<file path="config.mk">
export PLATFORM = sky130hd
export DESIGN_NAME = lite_wr_arbiter_flat
export DESIGN_NICKNAME = d
export VERILOG_FILES = /design/src/rtl/lite_wr_arbiter_pkg.sv /design/src/rtl/lite_wr_arbiter_if.sv /design/src/rtl/lite_req_slot.sv /design/src/rtl/lite_wr_arbiter.sv /design/src/flat_wrapper.sv
export SDC_FILE = /design/constraint.sdc
export NUM_CORES = 1
export LEC_CHECK = 0
export ABC_AREA = 0
export BUFFER_PORTS_ARGS = -buffer_cell sky130_fd_sc_hd__buf_2
export CAP_MARGIN = 15
export CORE_ASPECT_RATIO = 0.8
export CORE_UTILIZATION = 51
export CTS_BUF_LIST = sky130_fd_sc_hd__clkbuf_8
export CTS_CLUSTER_SIZE = 28
export DETAILED_ROUTE_END_ITERATION = 10
export GPL_TIMING_DRIVEN = 1
export PLACE_DENSITY = 0.9
export SLEW_MARGIN = 15
export SYNTH_ARGS = -nofsm -noshare
export SYNTH_HDL_FRONTEND = slang
export SYNTH_SLANG_ARGS = --single-unit
</file>
<file path="constraint.sdc">
create_clock -name clk -period 9.3 [get_ports clk]
set_input_delay 1.395 -clock clk [delete_from_list [all_inputs] [get_ports clk]]
set_output_delay 1.395 -clock clk [all_outputs]
set_load 0.1 [all_outputs]
</file>
<file path="src/rtl/lite_wr_arbiter_pkg.sv">
// Shared types and constants for the two-port AXI-Lite write arbiter.
// Holds the one-hot FSM encoding, port indices, default widths and the grant-pick helper.
package lite_arb_pkg;

    localparam int ADDR_W_DEF = 10;
    localparam int DATA_W_DEF = 32;

    localparam logic PORT_MM2S = 1'b0;
    localparam logic PORT_S2MM = 1'b1;

    typedef enum logic [2:0] {
        ST_IDLE     = 3'b001,
        ST_ISSUE    = 3'b010,
        ST_WAIT_END = 3'b100
    } arb_state_e;

    // With both slots full the pointer decides; otherwise the only full slot wins.
    function automatic logic pick_port(input logic full0, input logic full1, input logic prio);
        if (full0 && full1) begin
            return prio;
        end
        return full1 ? PORT_S2MM : PORT_MM2S;
    endfunction

endpackage

</file>
<file path="src/rtl/lite_wr_arbiter_if.sv">
// AXI-Lite write-master command bus: the arbiter drives it (master), the
// AXI-Lite write engine consumes it and returns the completion pulse (slave).
interface lite_wr_arbiter_if
    import lite_arb_pkg::*;
#(
    parameter int ADDR_W = ADDR_W_DEF,
    parameter int DATA_W = DATA_W_DEF
);

    logic [ADDR_W-1:0] lite_awaddr;
    logic [DATA_W-1:0] lite_wdata;
    logic              lite_valid;
    logic              lite_end;

    modport master (
        output lite_awaddr,
        output lite_wdata,
        output lite_valid,
        input  lite_end
    );

    modport slave (
        input  lite_awaddr,
        input  lite_wdata,
        input  lite_valid,
        output lite_end
    );

endinterface

</file>
<file path="src/rtl/lite_req_slot.sv">
// Single-entry request buffer for one requester: captures addr/data on a
// request pulse when empty (or when being released), otherwise flags a sticky drop.
module lite_req_slot
    import lite_arb_pkg::*;
#(
    parameter int ADDR_W = ADDR_W_DEF,
    parameter int DATA_W = DATA_W_DEF
) (
    input  logic              clk,
    input  logic              rst,
    input  logic              valid,
    input  logic [ADDR_W-1:0] awaddr,
    input  logic [DATA_W-1:0] wdata,
    input  logic              clr,
    output logic              full,
    output logic [ADDR_W-1:0] slot_awaddr,
    output logic [DATA_W-1:0] slot_wdata,
    output logic              drop
);

    logic take;

    // A request arriving in the release cycle refills the slot instead of being dropped.
    assign take = valid && (!full || clr);

    // NOTE: state registers use non-blocking assignments so every flop samples pre-edge values.
    always_ff @(posedge clk) begin
        if (rst) begin
            full <= 1'b0;
            drop <= 1'b0;
        end else begin
            if (take) begin
                full <= 1'b1;
            end else if (clr) begin
                full <= 1'b0;
            end
            if (valid && !take) begin
                drop <= 1'b1;
            end
        end
    end

    // NOTE: payload registers are not reset; they are only consumed while full is set.
    always_ff @(posedge clk) begin
        if (take) begin
            slot_awaddr <= awaddr;
            slot_wdata  <= wdata;
        end
    end

endmodule

</file>
<file path="src/rtl/lite_wr_arbiter.sv">
// Round-robin arbiter sharing one AXI-Lite write master between MM2S and S2MM control.
// Optional completion timeout enabled by defining LITE_ARB_TIMEOUT_EN.
module lite_wr_arbiter
    import lite_arb_pkg::*;
#(
    parameter int ADDR_W      = ADDR_W_DEF,
    parameter int DATA_W      = DATA_W_DEF,
    parameter int TIMEOUT_CYC = 256
) (
    input  logic              clk,
    input  logic              rst,
    input  logic [ADDR_W-1:0] m0_awaddr,
    input  logic [DATA_W-1:0] m0_wdata,
    input  logic              m0_valid,
    output logic              m0_end,
    output logic              m0_busy,
    input  logic [ADDR_W-1:0] m1_awaddr,
    input  logic [DATA_W-1:0] m1_wdata,
    input  logic              m1_valid,
    output logic              m1_end,
    output logic              m1_busy,
    lite_wr_arbiter_if.master lite,
    output logic [1:0]        req_drop,
    output logic              arb_err
);

    arb_state_e        state_q, state_d;
    logic              full0, full1, drop0, drop1;
    logic [ADDR_W-1:0] slot_awaddr0, slot_awaddr1, awaddr_q;
    logic [DATA_W-1:0] slot_wdata0, slot_wdata1, wdata_q;
    logic              grant_q, prio_q, grant_sel;
    logic              start, done, tmo_hit;
    logic [1:0]        end_q;

    assign start     = (state_q == ST_IDLE) && (full0 || full1);
    assign grant_sel = pick_port(full0, full1, prio_q);
    assign done      = (state_q != ST_IDLE) && (lite.lite_end || tmo_hit);

    lite_req_slot #(.ADDR_W(ADDR_W), .DATA_W(DATA_W)) u_slot0 (
        .clk(clk), .rst(rst), .valid(m0_valid), .awaddr(m0_awaddr), .wdata(m0_wdata),
        .clr(done && (grant_q == PORT_MM2S)), .full(full0),
        .slot_awaddr(slot_awaddr0), .slot_wdata(slot_wdata0), .drop(drop0)
    );

    lite_req_slot #(.ADDR_W(ADDR_W), .DATA_W(DATA_W)) u_slot1 (
        .clk(clk), .rst(rst), .valid(m1_valid), .awaddr(m1_awaddr), .wdata(m1_wdata),
        .clr(done && (grant_q == PORT_S2MM)), .full(full1),
        .slot_awaddr(slot_awaddr1), .slot_wdata(slot_wdata1), .drop(drop1)
    );

    always_ff @(posedge clk) begin
        if (rst) begin
            state_q <= ST_IDLE;
        end else begin
            state_q <= state_d;
        end
    end

    // NOTE: state_d defaults to the current state so every path assigns it and no latch is inferred.
    always_comb begin
        state_d = state_q;
        unique case (state_q)
            ST_IDLE:     if (start) state_d = ST_ISSUE;
            ST_ISSUE:    state_d = done ? ST_IDLE : ST_WAIT_END;
            ST_WAIT_END: if (done) state_d = ST_IDLE;
            default:     state_d = ST_IDLE;
        endcase
    end

    always_comb begin
        lite.lite_valid  = (state_q == ST_ISSUE);
        lite.lite_awaddr = awaddr_q;
        lite.lite_wdata  = wdata_q;
        m0_end           = end_q[0];
        m1_end           = end_q[1];
        m0_busy          = full0;
        m1_busy          = full1;
        req_drop         = {drop1, drop0};
    end

    // Bus payload is loaded at grant and held until the arbiter sits idle with nothing to grant.
    always_ff @(posedge clk) begin
        if (rst) begin
            grant_q  <= PORT_MM2S;
            prio_q   <= PORT_MM2S;
            awaddr_q <= '0;
            wdata_q  <= '0;
            end_q    <= '0;
        end else begin
            end_q <= '0;
            if (start) begin
                grant_q  <= grant_sel;
                awaddr_q <= (grant_sel == PORT_S2MM) ? slot_awaddr1 : slot_awaddr0;
                wdata_q  <= (grant_sel == PORT_S2MM) ? slot_wdata1 : slot_wdata0;
            end else if (state_q == ST_IDLE) begin
                awaddr_q <= '0;
                wdata_q  <= '0;
            end
            if (done) begin
                end_q[grant_q] <= 1'b1;
                prio_q         <= ~grant_q;
            end
        end
    end

`ifdef LITE_ARB_TIMEOUT_EN
    localparam int CNT_W = $clog2(TIMEOUT_CYC + 1);

    logic [CNT_W-1:0] tmo_cnt;
    logic             arb_err_q;

    // Counter is zero in the ISSUE cycle, so the abort lands TIMEOUT_CYC cycles after ISSUE.
    assign tmo_hit = (state_q != ST_IDLE) && (tmo_cnt == CNT_W'(TIMEOUT_CYC - 1));
    assign arb_err = arb_err_q;

    always_ff @(posedge clk) begin
        if (rst) begin
            tmo_cnt   <= '0;
            arb_err_q <= 1'b0;
        end else begin
            if ((state_q == ST_IDLE) || done) begin
                tmo_cnt <= '0;
            end else begin
                tmo_cnt <= tmo_cnt + 1'b1;
            end
            if (tmo_hit) begin
                arb_err_q <= 1'b1;
            end
        end
    end
`else
    assign tmo_hit = 1'b0;
    assign arb_err = 1'b0;
`endif

endmodule

</file>
<file path="src/flat_wrapper.sv">
// flat-port wrapper written by rule: the top's interface ports become plain ports
module lite_wr_arbiter_flat import lite_arb_pkg::*;
#(
    parameter int ADDR_W      = ADDR_W_DEF,
    parameter int DATA_W      = DATA_W_DEF,
    parameter int TIMEOUT_CYC = 256
)
  (clk, rst, m0_awaddr, m0_wdata, m0_valid, m0_end, m0_busy, m1_awaddr, m1_wdata, m1_valid, m1_end, m1_busy, req_drop, arb_err, lite_lite_awaddr, lite_lite_wdata, lite_lite_valid, lite_lite_end);
  lite_wr_arbiter_if #(.ADDR_W(ADDR_W), .DATA_W(DATA_W)) lite_i ();
  input  logic clk;
  input  logic rst;
  input  logic [ADDR_W-1:0] m0_awaddr;
  input  logic [DATA_W-1:0] m0_wdata;
  input  logic m0_valid;
  output logic m0_end;
  output logic m0_busy;
  input  logic [ADDR_W-1:0] m1_awaddr;
  input  logic [DATA_W-1:0] m1_wdata;
  input  logic m1_valid;
  output logic m1_end;
  output logic m1_busy;
  output logic [1:0] req_drop;
  output logic arb_err;
  output wire logic [$bits(lite_i.lite_awaddr)-1:0] lite_lite_awaddr;
  output wire logic [$bits(lite_i.lite_wdata)-1:0] lite_lite_wdata;
  output wire logic [$bits(lite_i.lite_valid)-1:0] lite_lite_valid;
  input wire logic [$bits(lite_i.lite_end)-1:0] lite_lite_end;
  assign lite_lite_awaddr = lite_i.lite_awaddr;
  assign lite_lite_wdata = lite_i.lite_wdata;
  assign lite_lite_valid = lite_i.lite_valid;
  assign lite_i.lite_end = lite_lite_end;
  lite_wr_arbiter #(.ADDR_W(ADDR_W), .DATA_W(DATA_W), .TIMEOUT_CYC(TIMEOUT_CYC)) u_core (.clk(clk), .rst(rst), .m0_awaddr(m0_awaddr), .m0_wdata(m0_wdata), .m0_valid(m0_valid), .m0_end(m0_end), .m0_busy(m0_busy), .m1_awaddr(m1_awaddr), .m1_wdata(m1_wdata), .m1_valid(m1_valid), .m1_end(m1_end), .m1_busy(m1_busy), .lite(lite_i), .req_drop(req_drop), .arb_err(arb_err));
endmodule
</file>
==> impl_results.md, run 1 <==
* Outcome: finished clean
* P&R area growth vs syn at 23.5%
* Layout Cells excl Fill at 592
* Fill cells at 670
* RSZ-0062 raised after global routing: no
* R2R Setup Slk at between 6 and 7 ns
* DIE HEIGHT at 88.5 um
* Combinational fraction of design power at 17.8%
* Antenna cells at 0
* Via count of the first global-routing pass at 2,789
* Crit share post-route at roughly a third
* Max Transition Viols Final at 0
* CTS Buf Count at 17
* Worst EP required at 7.91 ns
* Hold Startpoint: u_core.lite.lite_wdata[27]$_SDFFE_PP0P_
* Clock Path Buffers at 2
* CTS Hold Buffers Added at 0
* First-pass GRT wire length at ~13,000 um
* Ratio of cells with drive above 1 in the final layout at 39.2%
* Pwr dens at 238 nW/um2
* Std-Cell Rows at 31
* Core Area at 9080 um2
* Crit path cell chain: nor3b_1 -> buf_2
* Clk root buf: clkbuf_8
* CTS sink cnt at 137
* Final min period at 2.94 ns
* Port Buf Inserts at 137
* Worst-margin pin slew at roughly 1.0 ns
* Routability cong. at 0.836
* IO Count at ~140
* Sw frac at between 30% and 40%
* Drt initial violations at 150
* Register area share after synthesis at ~75%
* CTS tree: done
* Placement Cell Area at 5540 um2
* Synth Area per Inst at 14.8 um2
* Cell family with most CP delay: buffers and inverters
* Dpl cells at 560
* FF-to-FF End: u_core.lite.lite_wdata[12]$_SDFFE_PP0P_
* Final setup fails at 0
* Iteration count of the initial detailed-routing pass at 4
* Final ANT Viol Nets at 0
* CP arrival at approximately 1.6 ns
* Residual DRC at 0
* Clock transition at path regs at 0.08 ns
* CP Capture Type: primary output
* Worst-skew pair later-pin latency at between 0.4 and 0.5 ns
* Final net count at 553
* Syn_nets at 411
* H-tree Lvls at 4
* WHS Path Cells at 2
* Max-slew headroom at 31.2%
* NetSw at between 0.4 and 0.5 mW
* Initial Utilization at 52.6%
* Pint at between 0.9 and 1 mW
* Worst setup path startpoint: u_core.state_q[1]$_SDFFE_PP0P_
* Hold endpoint: u_core.lite.lite_wdata[27]$_SDFFE_PP0P_
* Critical path type: reg2out
* Design Area, Final at roughly 5900 um2
* Yosys warnings at 0
* Crit-path max cell delay at between 0.4 and 0.5 ns
* IR drop worst, VDD at 0.128 mV
* Sequential share of power at 50.7%
* Via count at 2,953
* CP startpoint kind: flip-flop
* Clock power frac at around a third
* Hold Fails Final Rpt at 0
* Pleak at 2.59 nW
* Drt total wl at 8970 um
* WP buf/inv at 1
* Final setup TNS at 0 ns
* DR WL/cell at 15.1 um
* Post-CTS Setup Bufs at 0
* Die footprint at between 9000 and 10,000 um2
* Post-Syn Area at about 4800 um2
* Horiz. Die Dim at 110 um
* Largest net degree at the start of global routing at 45
* Reg2reg path depth at 5
* Most common cell after layout, fill and taps aside: buf_2
* Post_cts resized at 0
* Clock skew at 0.0143 ns
* Origin of the critical flop-to-flop path: u_core.u_slot0.full$_SDFFE_PP0P_
* Worst Hold Class: reg2reg
* Slowest cell on the critical path: buf_2
* GRT Overall Usage at 19.1%
* GRT overflow at 0
* Crit-path max FO at 7
* Cells after Synth at approximately 320
* Distinct cells, synth at 31
* Max-Cap Viols at 0
* Initial antenna violation count at 0
* Synthesis-stage register bit count at 137
* Peak Freq at 340 MHz
* Most frequent cells in the layout: buf_2 (137), edfxtp_1 (84), dfxtp_1 (53), nand2_1 (48), mux2i_1 (42)
* DPL Wire Length at 5870 um
* Vias per std cell at approximately 5
[cells in the mapped netlist]
master | instances | area [um2]
edfxtp_1 | 84 | 2520
dfxtp_1 | 53 | 1060
nand2_1 | 48 | 180
mux2i_1 | 42 | 420
o21ai_1 | 29 | 145
o21ai_2 | 12 | 105
buf_6 | 6 | 67.6
a21oi_1 | 5 | 25.0
buf_4 | 5 | 37.5
nor2_1 | 5 | 18.8
clkbuf_1 | 4 | 15.0
o21ai_0 | 4 | 20.0
inv_1 | 3 | 11.3
a31oi_1 | 2 | 12.5
buf_2 | 2 | 10.0
nand3_1 | 2 | 10.0
nor3b_1 | 2 | 15.0
a21boi_0 | 1 | 7.51
a21o_1 | 1 | 7.51
and3_1 | 1 | 6.26
conb_1 | 1 | 3.75
nand2b_1 | 1 | 6.26
nor2b_1 | 1 | 6.26
nor4_1 | 1 | 6.26
nor4b_1 | 1 | 8.76
o21bai_1 | 1 | 7.51
o31ai_1 | 1 | 7.51
or2_2 | 1 | 6.26
or3_1 | 1 | 6.26
or3b_2 | 1 | 8.76
xnor2_1 | 1 | 8.76
[metal layers]
metal | track usage, % | vias up | wire length [um]
met5 | 0 | - | 0
met4 | 7.18 | 0 | 84
met3 | 6.41 | 8 | 573
met2 | 32.3 | 112 | 4460
met1 | 22.9 | 1382 | 3850
li1 | - | 1451 | -
[worst max-delay path by stage]
stage	end	slack, ns	depth (start not counted)
floorplan	u_core.u_slot1.slot_awaddr[0]$_DFFE_PP_	4.19	2
CTS	lite_lite_valid	6.31	2
global route	lite_lite_valid	6.26	2
finish	lite_lite_valid	6.36	2
global placement	u_core.u_slot0.slot_wdata[8]$_DFFE_PP_	6.37	5
detailed placement	u_core.u_slot0.slot_wdata[8]$_DFFE_PP_	6.28	5
[cell families (layout without fill, tap and decap cells)]
logic type                count (synthesis)  count (layout)  synth area share, %
DFF                                     137             137                 75.1
and+or+nand+nor                          65              65                 5.84
AOI/OAI and AO/OA                        56              56                 7.08
muxes                                    42              42                 8.80
buffers and inverters                    20             175                 2.96
other                                     1               1               0.0785
xor gates and xnor gates                  1               1                0.183
[tightest hold or removal path: stages, from the launching register on]
cell,delay [ns]
dfxtp_1,0.31
nand2_1,0.05
o21ai_1,0.05
[registers in the layout (all words and copies together) (netlist names), 2 cells and up]
name                        flops
u_core.u_slot0.slot_awaddr     10
u_core.u_slot1.slot_awaddr     10
u_core.lite.lite_awaddr        10
u_core.u_slot1.slot_wdata      32
u_core.u_slot0.slot_wdata      32
u_core.end_q                    2
u_core.state_q                  3
u_core.lite.lite_wdata         32
[stage by stage]
stage	setup slack [ns]	total power [mW]	util (%)	hold WS, ns
3_3_place_gp	6.37	0.970	61.0	0.430
6_report	6.36	1.40	65.0	0.446
5_1_grt	6.26	1.46	65.0	0.476
2_1_floorplan	4.19	0.925	-	0.434
3_5_place_dp	6.28	0.977	61.0	0.439
4_1_cts	6.31	1.41	65.0	0.450
[layout make-up]
cell class / count / area, um2 / share of cell area [%]
well taps: 115 / 144 / 2.44
flip-flops and latches: 137 / 3580 / 60.8
clock inverters: 15 / 129 / 2.18
multi-input cells: 165 / 1090 / 18.5
repair buffers: 140 / 708 / 12.0
inverters: 3 / 11.3 / 0.191
clock buffers: 17 / 234 / 3.97
[power groups by stage]
stage / clock (mW) / combinational [mW] / sequential [mW]
final: 0.442 / 0.250 / 0.712
after global routing: 0.478 / 0.262 / 0.717
after CTS: 0.451 / 0.252 / 0.712
after detailed placement: 0 / 0.251 / 0.726
after global placement: 0 / 0.246 / 0.724
after floorplan: 0 / 0.0743 / 0.850
(Power assumes the default switching activity.)
==> run 2, diff against run 1 <==
Settings changed: ABC_AREA 0 to 1, CORE_UTILIZATION 51 to 49, PLACE_DENSITY 0.9 to 0.89.
Clock period 9.3 ns to 2.65 ns, I/O delays scaled along.
==> impl_results.md, run 2 <==
* Clock transition at path regs at 0.08 ns (about the same)
* Iteration count of the initial detailed-routing pass at 5 (+1)
* H-tree Lvls at 4 (unchanged)
* GRT Overall Usage at 20.7% (+1.6 points)
* Distinct cells, synth at 20 (-35%)
* Clock skew at 0.0174 ns (+0.00307 ns)
* Synth area leaders: edfxtp_1 (48%), dfxtp_1 (20%), nand2_1 (6.4%)
* Final worst slack at 0.619 ns (-5.74 ns)
* Final min period at 2.03 ns
* Crit share post-route at between 70% and 80%
* Clock power frac at 31.3% (-0.2 points)
* Worst EP required at 2.25 ns (-5.66 ns)
* Met2 Use GR at 35.5% (+3.2 points)
* Cell taking the most area after synthesis: edfxtp_1
* Critical path type: reg2out
* Yosys warnings at 0 (unchanged)
* Gr busiest metal: met2
* Area fraction in and, or, nand and nor cells after synthesis at 18.5% (+13 points)
* WP buf/inv at 1 (unchanged)
* IR drop worst, VDD at 0.580 mV (+350%)
* Pleak at 2.73 nW (+5.2%)
* Cell family with most CP delay: flip-flops
* Mux contribution to synthesized area at 0% (-8.8 points)
* Crit-path max FO at 23 (+16)
* CP arrival at 1.63 ns (+0.08 ns)
* Worst-skew pair later-pin latency at 0.42 ns (about the same)
* Register area share after synthesis at 68.3% (-6.7 points)
* Yosys top cell area share at 48.1% (-4.7 points)
* Post-CTS Setup Bufs at 0 (unchanged)
* Port Buf Inserts at 137 (unchanged)
* Most frequent cells in the layout: buf_2 (137), nand2_1 (89), edfxtp_1 (84), inv_1 (55), dfxtp_1 (52)
* Std-Cell Rows at 33 (+6.5%)
* DR WL/cell at 14.7 um (-2.7%)
* Post-Syn Area at 5240 um2 (+9.8%)
* Initial Utilization at 50.8% (-1.8 points)
* Final net count at 684 (+24%)
* CP Capture Type: primary output
* Sequential share of power at 47.9% (-2.8 points)
* Crit-path max cell delay at 0.68 ns (+0.22 ns)
* Clock Path Buffers at 2 (unchanged)
* Top post-synthesis cells by count: nand2_1 (89), edfxtp_1 (84), dfxtp_1 (53), inv_1 (53), a21oi_1 (52)
* GRT overflow at 0 (unchanged)
* Crit path cell chain: buf_2
* Routability cong. at 0.789 (-5.7%)
* Max-slew headroom at 34.9% (+3.8 points)
* Hold Fails Final Rpt at 0 (unchanged)
* Final ANT Viol Nets at 0 (unchanged)
* P&R area growth vs syn at 20.8%
* Residual DRC at 0 (unchanged)
* Sw frac at 33.6% (+1.7 points)
* Grt met1 use at 25.4% (+2.5 points)
* Dominant synthesized flop cell: edfxtp_1
* Synth Area in Adders at 0% (unchanged)
* GR Util met3 at 5.92% (-0.49 points)
* Pint at 3.49 mW (+270%)
* Initial antenna violation count at 0 (unchanged)
* Worst-margin pin slew at 0.976 ns (-0.0540 ns)
* DIE HEIGHT at 94.5 um (+6.8%)
* IO Count at 139 (unchanged)
* Most common cell after layout, fill and taps aside: buf_2
* Worst Hold Class: in2reg
* Reg2reg path depth at 6 (+1)
* Synth Area in XOR/XNOR at 0% (-0.18 points)
* EDFF count, synth at 84 (unchanged)
* CTS tree: done
* Synth Area per Inst at 11.3 um2 (-24%)
* Post_cts resized at 0 (unchanged)
* Pwr dens at 830 nW/um2 (+250%)
* WHS Path Cells at 1 (-1)
* Ratio of cells with drive above 1 in the final layout at 29.8% (-9.4 points)
* Antenna cells at 0 (unchanged)
* Vias per std cell at 4.91 (-1.5%)
* CTS sink cnt at 137 (unchanged)
* Max Transition Viols Final at 0 (unchanged)
* DP Worst Slack at 0.777 ns (-5.51 ns)
* FFs w/ async S/R, synth at 0% (unchanged)
* Largest family of logic cells by synthesized area: simple AND/OR/NAND/NOR gates
* Combinational fraction of design power at 20.9% (+3.1 points)
* Most common cell in the netlist: nand2_1
* Syn_nets at 554 (+35%)
* Max-Cap Viols at 0 (unchanged)
* Via count of the first global-routing pass at 3,548 (+27%)
* Largest net degree at the start of global routing at 54 (+20%)
* CTS Buf Count at 17 (unchanged)
* Clk root buf: clkbuf_8
* Die footprint at 11,100 um2 (+14%)
* NetSw at 1.76 mW (+290%)
* Core Area at 10,300 um2 (+14%)
* WP depth at 1 (-1)
* Horiz. Die Dim at 118 um (+6.8%)
* RSZ-0062 raised after global routing: no
* Synth Area in Compound Gates at 5.06% (-2.0 points)
* First-pass GRT wire length at 17,500 um (+32%)
* CTS Hold Buffers Added at 0 (unchanged)
* Slowest cell on the critical path: dfxtp_2
* Outcome: finished clean
* Drt total wl at 11,000 um (+23%)
* Peak Freq at 492 MHz
* Final setup fails at 0 (unchanged)
* DPL Wire Length at 6980 um (+19%)
* Via count at 3,675 (+24%)
* Drt initial violations at 295 (+97%)
* Final setup TNS at 0 ns (unchanged)
* CP startpoint kind: flip-flop
* Cells after Synth at 465 (+44%)
* Synthesis-stage register bit count at 137 (unchanged)
## run 2: worst paths after layout
| path | startpoint | endpoint | slack [ns] |
|---|---|---|---|
| worst min register to register | u_core.u_slot0.drop$_SDFFE_PP0P_ | u_core.u_slot0.drop$_SDFFE_PP0P_ | 0.46 |
| worst max-delay path | u_core.u_slot1.full$_SDFFE_PP0P_ | m1_busy | 0.62 |
| worst min-delay path | m1_wdata[27] | u_core.u_slot1.slot_wdata[27]$_DFFE_PP_ | 0.15 |
| worst max register to register | u_core.state_q[0]$_SDFFE_PP1P_ | u_core.grant_q$_SDFFE_PP0P_ | 0.73 |
## run 2: power groups by stage
stage / clock, mW / combinational (mW) / sequential [mW]
after CTS: 1.67 / 1.10 / 2.52
after floorplan: 0 / 0.410 / 3.05
after global placement: 0 / 1.07 / 2.56
final: 1.64 / 1.10 / 2.52
after detailed placement: 0 / 1.10 / 2.57
after global routing: 1.78 / 1.16 / 2.54
## run 2: per-layer routing
metal / up-vias / share of wire (%)
li1: 1817 / -
met1: 1713 / 43
met2: 141 / 49
met3: 4 / 6.9
met4: 0 / 0.41
met5: - / 0
## run 2: layout make-up
cell class                      count  area, um2
Clock buffer                       17        234
Clock inverter                     15        153
Fill cell                         852       3990
Inverter                           53        199
Multi-Input combinational cell    244       1260
Sequential cell                   137       3580
Tap cell                          140        175
Timing Repair Buffer              142        723
## run 2: cell families after synthesis
logic type | count (synthesis)
simple gates | 190
compound gates | 53
flops | 137
other cells | 1
buf+inv | 84
## run 2: stage by stage
step / area (um2) / utilization, % / hold WS (ns) / std cells / total power, mW
2_1_floorplan: 5260 / - / 0.430 / 465 / 3.46
3_3_place_gp: 5950 / 57.6 / 0.447 / 716 / 3.63
3_5_place_dp: 5950 / 57.6 / 0.448 / 716 / 3.67
4_1_cts: 6330 / 61.4 / 0.126 / 748 / 5.30
5_1_grt: 6330 / 61.4 / 0.103 / 748 / 5.48
6_report: 6330 / 61.4 / 0.147 / 748 / 5.26
